File: src/rtl/memory_arbiter.sv
// Two-port fixed-priority arbiter for the single-port block-chain memory.
// Port 0 wins by default; a streak counter forces a port-1 slot after STARVE_LIMIT port-0 wins.
module memory_arbiter #(
  parameter int DATA_W       = 48,
  parameter int ADDR_W       = 5,
  parameter int RD_LAT       = 2,
  parameter int STARVE_LIMIT = 3
) (
  input  logic              clock,
  input  logic              resetn,
  input  logic              req0,
  input  logic              we0,
  input  logic [ADDR_W-1:0] addr0,
  input  logic [DATA_W-1:0] wdata0,
  output logic              gnt0,
  output logic              done0,
  input  logic              req1,
  input  logic              we1,
  input  logic [ADDR_W-1:0] addr1,
  input  logic [DATA_W-1:0] wdata1,
  output logic              gnt1,
  output logic              done1,
  output logic [DATA_W-1:0] rdata,
  output logic [ADDR_W-1:0] mem_addr,
  output logic [DATA_W-1:0] mem_wdata,
  output logic              mem_we,
  input  logic [DATA_W-1:0] mem_rdata,
  output logic              busy
);

  localparam int LAT_W = (RD_LAT > 1) ? $clog2(RD_LAT) : 1;

  typedef enum logic [1:0] {
    IDLE     = 2'd0,
    ACCESS   = 2'd1,
    COMPLETE = 2'd2
  } state_t;

  state_t            state_r, state_s;
  logic              gnt0_r, gnt0_s;
  logic              gnt1_r, gnt1_s;
  logic              done0_r, done0_s;
  logic              done1_r, done1_s;
  logic              busy_r, busy_s;
  logic              mem_we_r, mem_we_s;
  logic              we_lat_r, we_lat_s;
  logic              port1_r, port1_s;
  logic [ADDR_W-1:0] mem_addr_r, mem_addr_s;
  logic [DATA_W-1:0] mem_wdata_r, mem_wdata_s;
  logic [DATA_W-1:0] rdata_r, rdata_s;
  logic [LAT_W-1:0]  lat_cnt_r, lat_cnt_s;
  logic [3:0]        streak_r, streak_s;
  logic              pick1_s;

  // Port 1 wins when alone, or when the starvation streak has hit its limit.
  assign pick1_s = req1 & (~req0 | (streak_r == 4'(STARVE_LIMIT)));

  // Next-state and next-output computation for every register.
  always_comb begin
    state_s     = state_r;
    gnt0_s      = gnt0_r;
    gnt1_s      = gnt1_r;
    done0_s     = 1'b0;
    done1_s     = 1'b0;
    busy_s      = busy_r;
    mem_we_s    = 1'b0;
    we_lat_s    = we_lat_r;
    port1_s     = port1_r;
    mem_addr_s  = mem_addr_r;
    mem_wdata_s = mem_wdata_r;
    rdata_s     = rdata_r;
    lat_cnt_s   = lat_cnt_r;
    streak_s    = streak_r;
    case (state_r)
      IDLE: begin
        if (req0 | req1) begin
          state_s     = ACCESS;
          busy_s      = 1'b1;
          lat_cnt_s   = '0;
          port1_s     = pick1_s;
          gnt0_s      = ~pick1_s;
          gnt1_s      = pick1_s;
          // mem_addr/mem_wdata double as the latched request; they hold until the next win.
          we_lat_s    = pick1_s ? we1 : we0;
          mem_we_s    = pick1_s ? we1 : we0;
          mem_addr_s  = pick1_s ? addr1 : addr0;
          mem_wdata_s = pick1_s ? wdata1 : wdata0;
          if (pick1_s) begin
            streak_s = 4'd0;
          end else if (req1) begin
            streak_s = (streak_r == 4'd15) ? streak_r : streak_r + 4'd1;
          end else begin
            streak_s = 4'd0;
          end
        end else begin
          state_s = IDLE;
        end
      end
      ACCESS: begin
        if (we_lat_r) begin
          state_s = COMPLETE;
          done0_s = ~port1_r;
          done1_s = port1_r;
        end else if (lat_cnt_r == LAT_W'(RD_LAT - 1)) begin
          state_s = COMPLETE;
          rdata_s = mem_rdata;
          done0_s = ~port1_r;
          done1_s = port1_r;
        end else begin
          lat_cnt_s = lat_cnt_r + LAT_W'(1);
        end
      end
      COMPLETE: begin
        state_s = IDLE;
        gnt0_s  = 1'b0;
        gnt1_s  = 1'b0;
        busy_s  = 1'b0;
      end
      default: begin
        state_s = IDLE;
        gnt0_s  = 1'b0;
        gnt1_s  = 1'b0;
        busy_s  = 1'b0;
      end
    endcase
  end

  // State and output registers with synchronous active-low reset.
  always_ff @(posedge clock) begin
    if (!resetn) begin
      state_r     <= IDLE;
      gnt0_r      <= 1'b0;
      gnt1_r      <= 1'b0;
      done0_r     <= 1'b0;
      done1_r     <= 1'b0;
      busy_r      <= 1'b0;
      mem_we_r    <= 1'b0;
      we_lat_r    <= 1'b0;
      port1_r     <= 1'b0;
      mem_addr_r  <= '0;
      mem_wdata_r <= '0;
      rdata_r     <= '0;
      lat_cnt_r   <= '0;
      streak_r    <= 4'd0;
    end else begin
      state_r     <= state_s;
      gnt0_r      <= gnt0_s;
      gnt1_r      <= gnt1_s;
      done0_r     <= done0_s;
      done1_r     <= done1_s;
      busy_r      <= busy_s;
      mem_we_r    <= mem_we_s;
      we_lat_r    <= we_lat_s;
      port1_r     <= port1_s;
      mem_addr_r  <= mem_addr_s;
      mem_wdata_r <= mem_wdata_s;
      rdata_r     <= rdata_s;
      lat_cnt_r   <= lat_cnt_s;
      streak_r    <= streak_s;
    end
  end

  assign gnt0      = gnt0_r;
  assign gnt1      = gnt1_r;
  assign done0     = done0_r;
  assign done1     = done1_r;
  assign busy      = busy_r;
  assign mem_we    = mem_we_r;
  assign mem_addr  = mem_addr_r;
  assign mem_wdata = mem_wdata_r;
  assign rdata     = rdata_r;

endmodule

File: config.mk
export PLATFORM = sky130hd
export DESIGN_NAME = memory_arbiter
export DESIGN_NICKNAME = d
export VERILOG_FILES = /design/src/rtl/memory_arbiter.sv
export SDC_FILE = /design/constraint.sdc
export NUM_CORES = 1
export LEC_CHECK = 0
export CORE_MARGIN = 3
export CORE_UTILIZATION = 42
export CTS_CLUSTER_DIAMETER = 120
export DETAILED_ROUTE_END_ITERATION = 8
export PLACE_DENSITY = 0.86
export RECOVER_POWER = 50
export SETUP_SLACK_MARGIN = 0.3
export SYNTH_ARGS = -nofsm -noshare
export SYNTH_HDL_FRONTEND = slang
export SYNTH_SLANG_ARGS = --single-unit
export TNS_END_PERCENT = 5
File: constraint.sdc
create_clock -name clock -period 4.2 [get_ports clock]
set_clock_uncertainty 0.05 [all_clocks]
set_input_delay 0.84 -clock clock [delete_from_list [all_inputs] [get_ports clock]]
set_output_delay 0.84 -clock clock [all_outputs]
set_load 0.01 [all_outputs]
Word-level counts from Yosys, hierarchy flattened
Cells that the tools add are included.
{"block": "classes", "addsub": 2, "eq_ne": 7, "muxes": 24, "bitwise": 8, "reduce_logical": 9}
{"operator": "$mux W48", "n": 1}
{"operator": "$mux W1", "n": 12}
{"operator": "$mux W4", "n": 3}
{"operator": "$reduce_and A3 Y1", "n": 4}
{"operator": "$pmux W1 S2", "n": 4}
{"operator": "$ne A3 B3 Y1 const B", "n": 2}
{"operator": "$reduce_and A2 Y1", "n": 3}
{"operator": "$mux W5", "n": 1}
{"operator": "$not A1 Y1", "n": 5}
{"operator": "$add A4 B1 Y4 const B", "n": 1}
{"operator": "$eq A4 B2 Y1 const B", "n": 1}
{"operator": "$eq A4 B4 Y1 const B", "n": 1}
{"operator": "$mux W2", "n": 2}
{"operator": "$ne A2 B2 Y1 const B", "n": 2}
{"operator": "$pmux W2 S2", "n": 1}
{"operator": "$eq A2 B1 Y1 const B", "n": 1}
{"operator": "$logic_not A2 Y1", "n": 1}
{"operator": "$or A1 B1 Y1", "n": 2}
{"operator": "$reduce_bool A2 Y1", "n": 1}
{"operator": "$add A1 B1 Y1 const B", "n": 1}
{"operator": "$and A1 B1 Y1", "n": 1}
{"block": "word_totals", "ff_bits": 116, "inputBits": 160, "output_inout_bits": 107, "wordCells": 64}

Depth between registers and ports, before layout
{"block": "logic_depth", "depth_word": 6, "mapped_depth": 7, "depth_no_buf": 4}

Worst setup path before layout
Ideal clock, no wire load.
{"block": "synth_path", "path_kind": "input port to flip-flop", "startpoint": "input req1", "endpoint": "register streak_r[0]", "setup_ns": 0.088, "t_arrival_ns": 1.807, "setup_slack_ns": 2.255, "path_stages": 4, "cell_sequence": "clkbuf_1 -> nor2_2 -> or3_1 -> o32ai_2"}
{"block": "synth_between", "elab_chain_cells": 3, "word_cells_on_any_way": 6}
{"element": "from (decl)", "line": "17", "text": "input logic req1,"}
{"element": "$and A1 B1 Y1", "line": "56", "text": "assign pick1_s = req1 & (~req0 | (streak_r == 4'(STARVE_LIMIT)));"}
{"element": "$ne A3 B3 Y1 (no line)"}
{"element": "$reduce_and A3 Y1 (no line)"}
{"element": "to (signal assigned)", "line": "159", "text": "streak_r <= streak_s;"}
{"element": "to (decl)", "line": "52", "text": "logic [3:0] streak_r, streak_s;"}
Several ways; a longest one is shown, not always the timed one.
A chain may end at the register's enable or synchronous reset.

Final worst setup path
{"block": "layout_path", "startpoint": "input req1", "endpoint": "register mem_wdata_r[16] (netlist: mem_wdata[16])"}
{"block": "layout_between", "elab_chain_cells": 2, "word_cells_on_any_way": 4}
{"element": "$and A1 B1 Y1 / $or A1 B1 Y1 (equally long branches)", "line": "56, 76"}
{"element": "$mux W48 / $reduce_and A2 Y1 (equally long branches)"}
{"element": "to (signal assigned)", "line": "156", "text": "mem_wdata_r <= mem_wdata_s;"}
{"element": "to (decl)", "line": "49", "text": "logic [DATA_W-1:0] mem_wdata_r, mem_wdata_s;"}
Several ways; a longest one is shown, not always the timed one.

==> key figures <==
Outcome
  • Outcome: finished clean

Drt
  • Final WL: 16030 um
  • DRC Markers: 0
  • Via count: 5236
  • Antenna Nets Post-Route: 0
  • Detailed router's first-iteration violation count: 309
  • First drt pass iteration count: 5
  • Routed len/inst: 16.37 um
  • Routed vias/inst: 5.348

Layout
  • Area grow syn2layout: 66.73%
  • Share of cells above drive strength 1: 5.721%
  • Layout fillers: 802
  • Nets: 987
  • Final Core Density: 73.82%
  • Commonest non-fill, non-tap cell in the layout: clkdlybuf4s50_1
  • Post-route cell area: 8213 um^2
  • ANT cells: 0
  • Most frequent cells in the layout: clkdlybuf4s50_1, nand2_1, dfxtp_1

Placement
  • Gpl congestion: 0.8404
  • Port Buffers: 266
  • Final HPWL DP: 11480 um
  • Placement-stage cell area: 7587 um^2

CTS
  • Post-CTS resize count: 0
  • Reg clk slew, reported paths: 0.06 ns
  • Num Clock Sinks: 116
  • Max H-tree Level: 4
  • Worst-Skew Late Latency: 0.39 ns
  • CTS tree: done
  • Max Buffers Root-to-Sink: 2
  • CTS buffer count: 17
  • Post-CTS Setup Bufs: 0
  • Root Buffer: clkbuf_16
  • Hold_buf cts: 0

STA
  • RSZ-0062 raised after global routing: no
  • Minimum clock period: 2.946 ns
  • Slew Limit Fails: 0
  • Crit share post-route: 70.15%
  • F_max: 0.3394 GHz
  • Fin. Hold Viols: 0
  • Endpoints failing setup: 0
  • Setup TNS: 0 ns
  • Worst slew margin: 18.29%
  • Worst-Margin Slew: 1.225 ns

Logic synthesis
  • Largest area contributor in the netlist: dfxtp_1
  • Cells after Synth: 588
  • #FFs+latches synth: 116
  • Yosys warnings: 0
  • Top cell type's share of synthesized area: 47.14%
  • Net count after synthesis: 749
  • Post-Syn Area: 4926 um^2
  • Syn Area/Cell: 8.378 um^2
  • Dominant cells by area after synthesis: dfxtp_1, nand2_1, o221ai_1
  • Unique masters post-synth: 44
  • Post-synthesis sequential area ratio: 47.14%

Setup path
  • Crit path launch type: primary input
  • Flop2flop setup slack: 1.81 ns
  • Crit path max fanout: 33
  • Crit Reg-Reg Startpoint: streak_r[0]
  • Crit end category: register
  • Reg2reg end: mem_wdata[16]
  • Worst r2r path cells: 5
  • Worst path arrival time: 3.15 ns
  • Worst Path Class, Setup: in2reg
  • CP required: 4.40 ns

Global route
  • Initial antenna violation count: 0
  • First-pass GRT wire length: 25160 um
  • Vias in the first global route: 5135
  • Congestion Overflow GR: 0
  • All-layer global routing usage: 23.86%
  • Largest net degree at the start of global routing: 109

Worst hold path
  • Hold path endpoint: rdata[37]
  • Hold Path Origin: rdata[37]
  • Worst hold path class: reg2reg
  • Hold path depth: 2

Floorplan
  • Die W: 114.3 um
  • Initial core utilization: 44.28%
  • Die area: 13060 um^2
  • Die height: 114.3 um
  • Num rows: 38
  • Placeable Area: 11130 um^2
  • I/O pin total: 267

Job
  • Max cap viols: 0

Power
  • Peak supply drop: 0.2351 mV
  • Leak: 3.241 nW
  • Power per cell area: 403.9 nW/um^2
-- cell families (layout without fill, tap and decap cells) --
| family | Yosys count | count (layout) | share of synthesized area, % |
|---|---|---|---|
| fa+ha+maj | 1 | 1 | 0.2540 |
| buf+inv | 111 | 362 | 9.525 |
| flops | 116 | 116 | 47.14 |
| compound gates | 123 | 123 | 20.29 |
| mux | 2 | 2 | 0.4064 |
| simple gates | 235 | 235 | 22.38 |
-- report_power, final --
group          total, mW  internal (mW)  switching (mW)
Sequential          1.22           1.18          0.0424
Clock               1.54           1.02           0.525
Combinational      0.555          0.304           0.251
Total               3.32           2.50           0.819
-- layout make-up --
class	instances	area [um^2]	share of cell area, %
sequential	116	2322	28.28
clock inverter	14	201.4	2.453
timing repair buffer	272	2715	33.06
inverter	58	217.7	2.651
clock buffer	18	439.2	5.347
multi-input combinational	361	2142	26.08
tap	140	175.2	2.133
-- synthesized netlist by cell type, drive strengths merged --
library cell  number
o211ai             2
o21ai              8
nand4bb            2
nand3              2
clkbuf            25
o32ai              2
nand4b             1
nor3               1
nand2b             4
ha                 1
nand4             54
or2                1
o21a               2
nor2               5
and2               2
o31a               1
buf               28
a21boi            50
a21oi              2
nand2            154
a211oi             1
and3               1
or3b               1
and4bb             1
inv               58
o221ai            54
or3                1
nor3b              2
dfxtp            116
o21ba              1
nor4               2
mux2i              2
and3b              1
-- sequential cells by signal, indices dropped and copies added, names as in the netlist --
register / count
mem_wdata: 48
port1_r: 1
lat_cnt_r: 1
gnt1: 1
mem_we: 1
done1: 1
gnt0: 1
rdata: 48
state_r: 2
mem_addr: 5
done0: 1
streak_r: 4
busy: 1
we_lat_r: 1
-- metal layers --
metal  vias up  part of all wire [%]  GRT usage [%]
met2       238                    48          39.93
met4         0                   2.1          8.472
li1       2534                     -              -
met1      2436                    39          27.76
met3        28                    11          9.355
met5         -                     0              0
-- worst max-delay path, cell delays in order --
cell and delay (ns):
dlygate4sd3_1 0.74, nand4bb_2 0.78, buf_4 0.52, nand4_1 0.13
o221ai_1 0.13
-- worst max-delay path by stage --
| stage | startpoint | to | slack, ns | cells after the start |
|---|---|---|---|---|
| after global placement | req1 | mem_wdata[2] | 1.03 | 5 |
| after global routing | req1 | mem_wdata[21] | 1.17 | 5 |
| after detailed placement | req1 | mem_wdata[16] | 0.95 | 5 |
| after floorplan | req1 | streak_r[0] | 2.26 | 4 |
| final | req1 | mem_wdata[16] | 1.25 | 5 |
| after CTS | req1 | mem_wdata[16] | 1.36 | 5 |
-- metrics by stage --
stage	hold slack (ns)	total power [mW]	setup WS, ns	instances
after CTS	0.4037	3.371	1.358	979
final	0.3999	3.317	1.254	979
after global placement	0.3898	1.810	1.033	947
after floorplan	0.3585	1.488	2.255	588
after detailed placement	0.3962	1.825	0.9505	947
after global routing	0.4110	3.455	1.167	979
No activity file was read; power rests on OpenSTA's default activity.
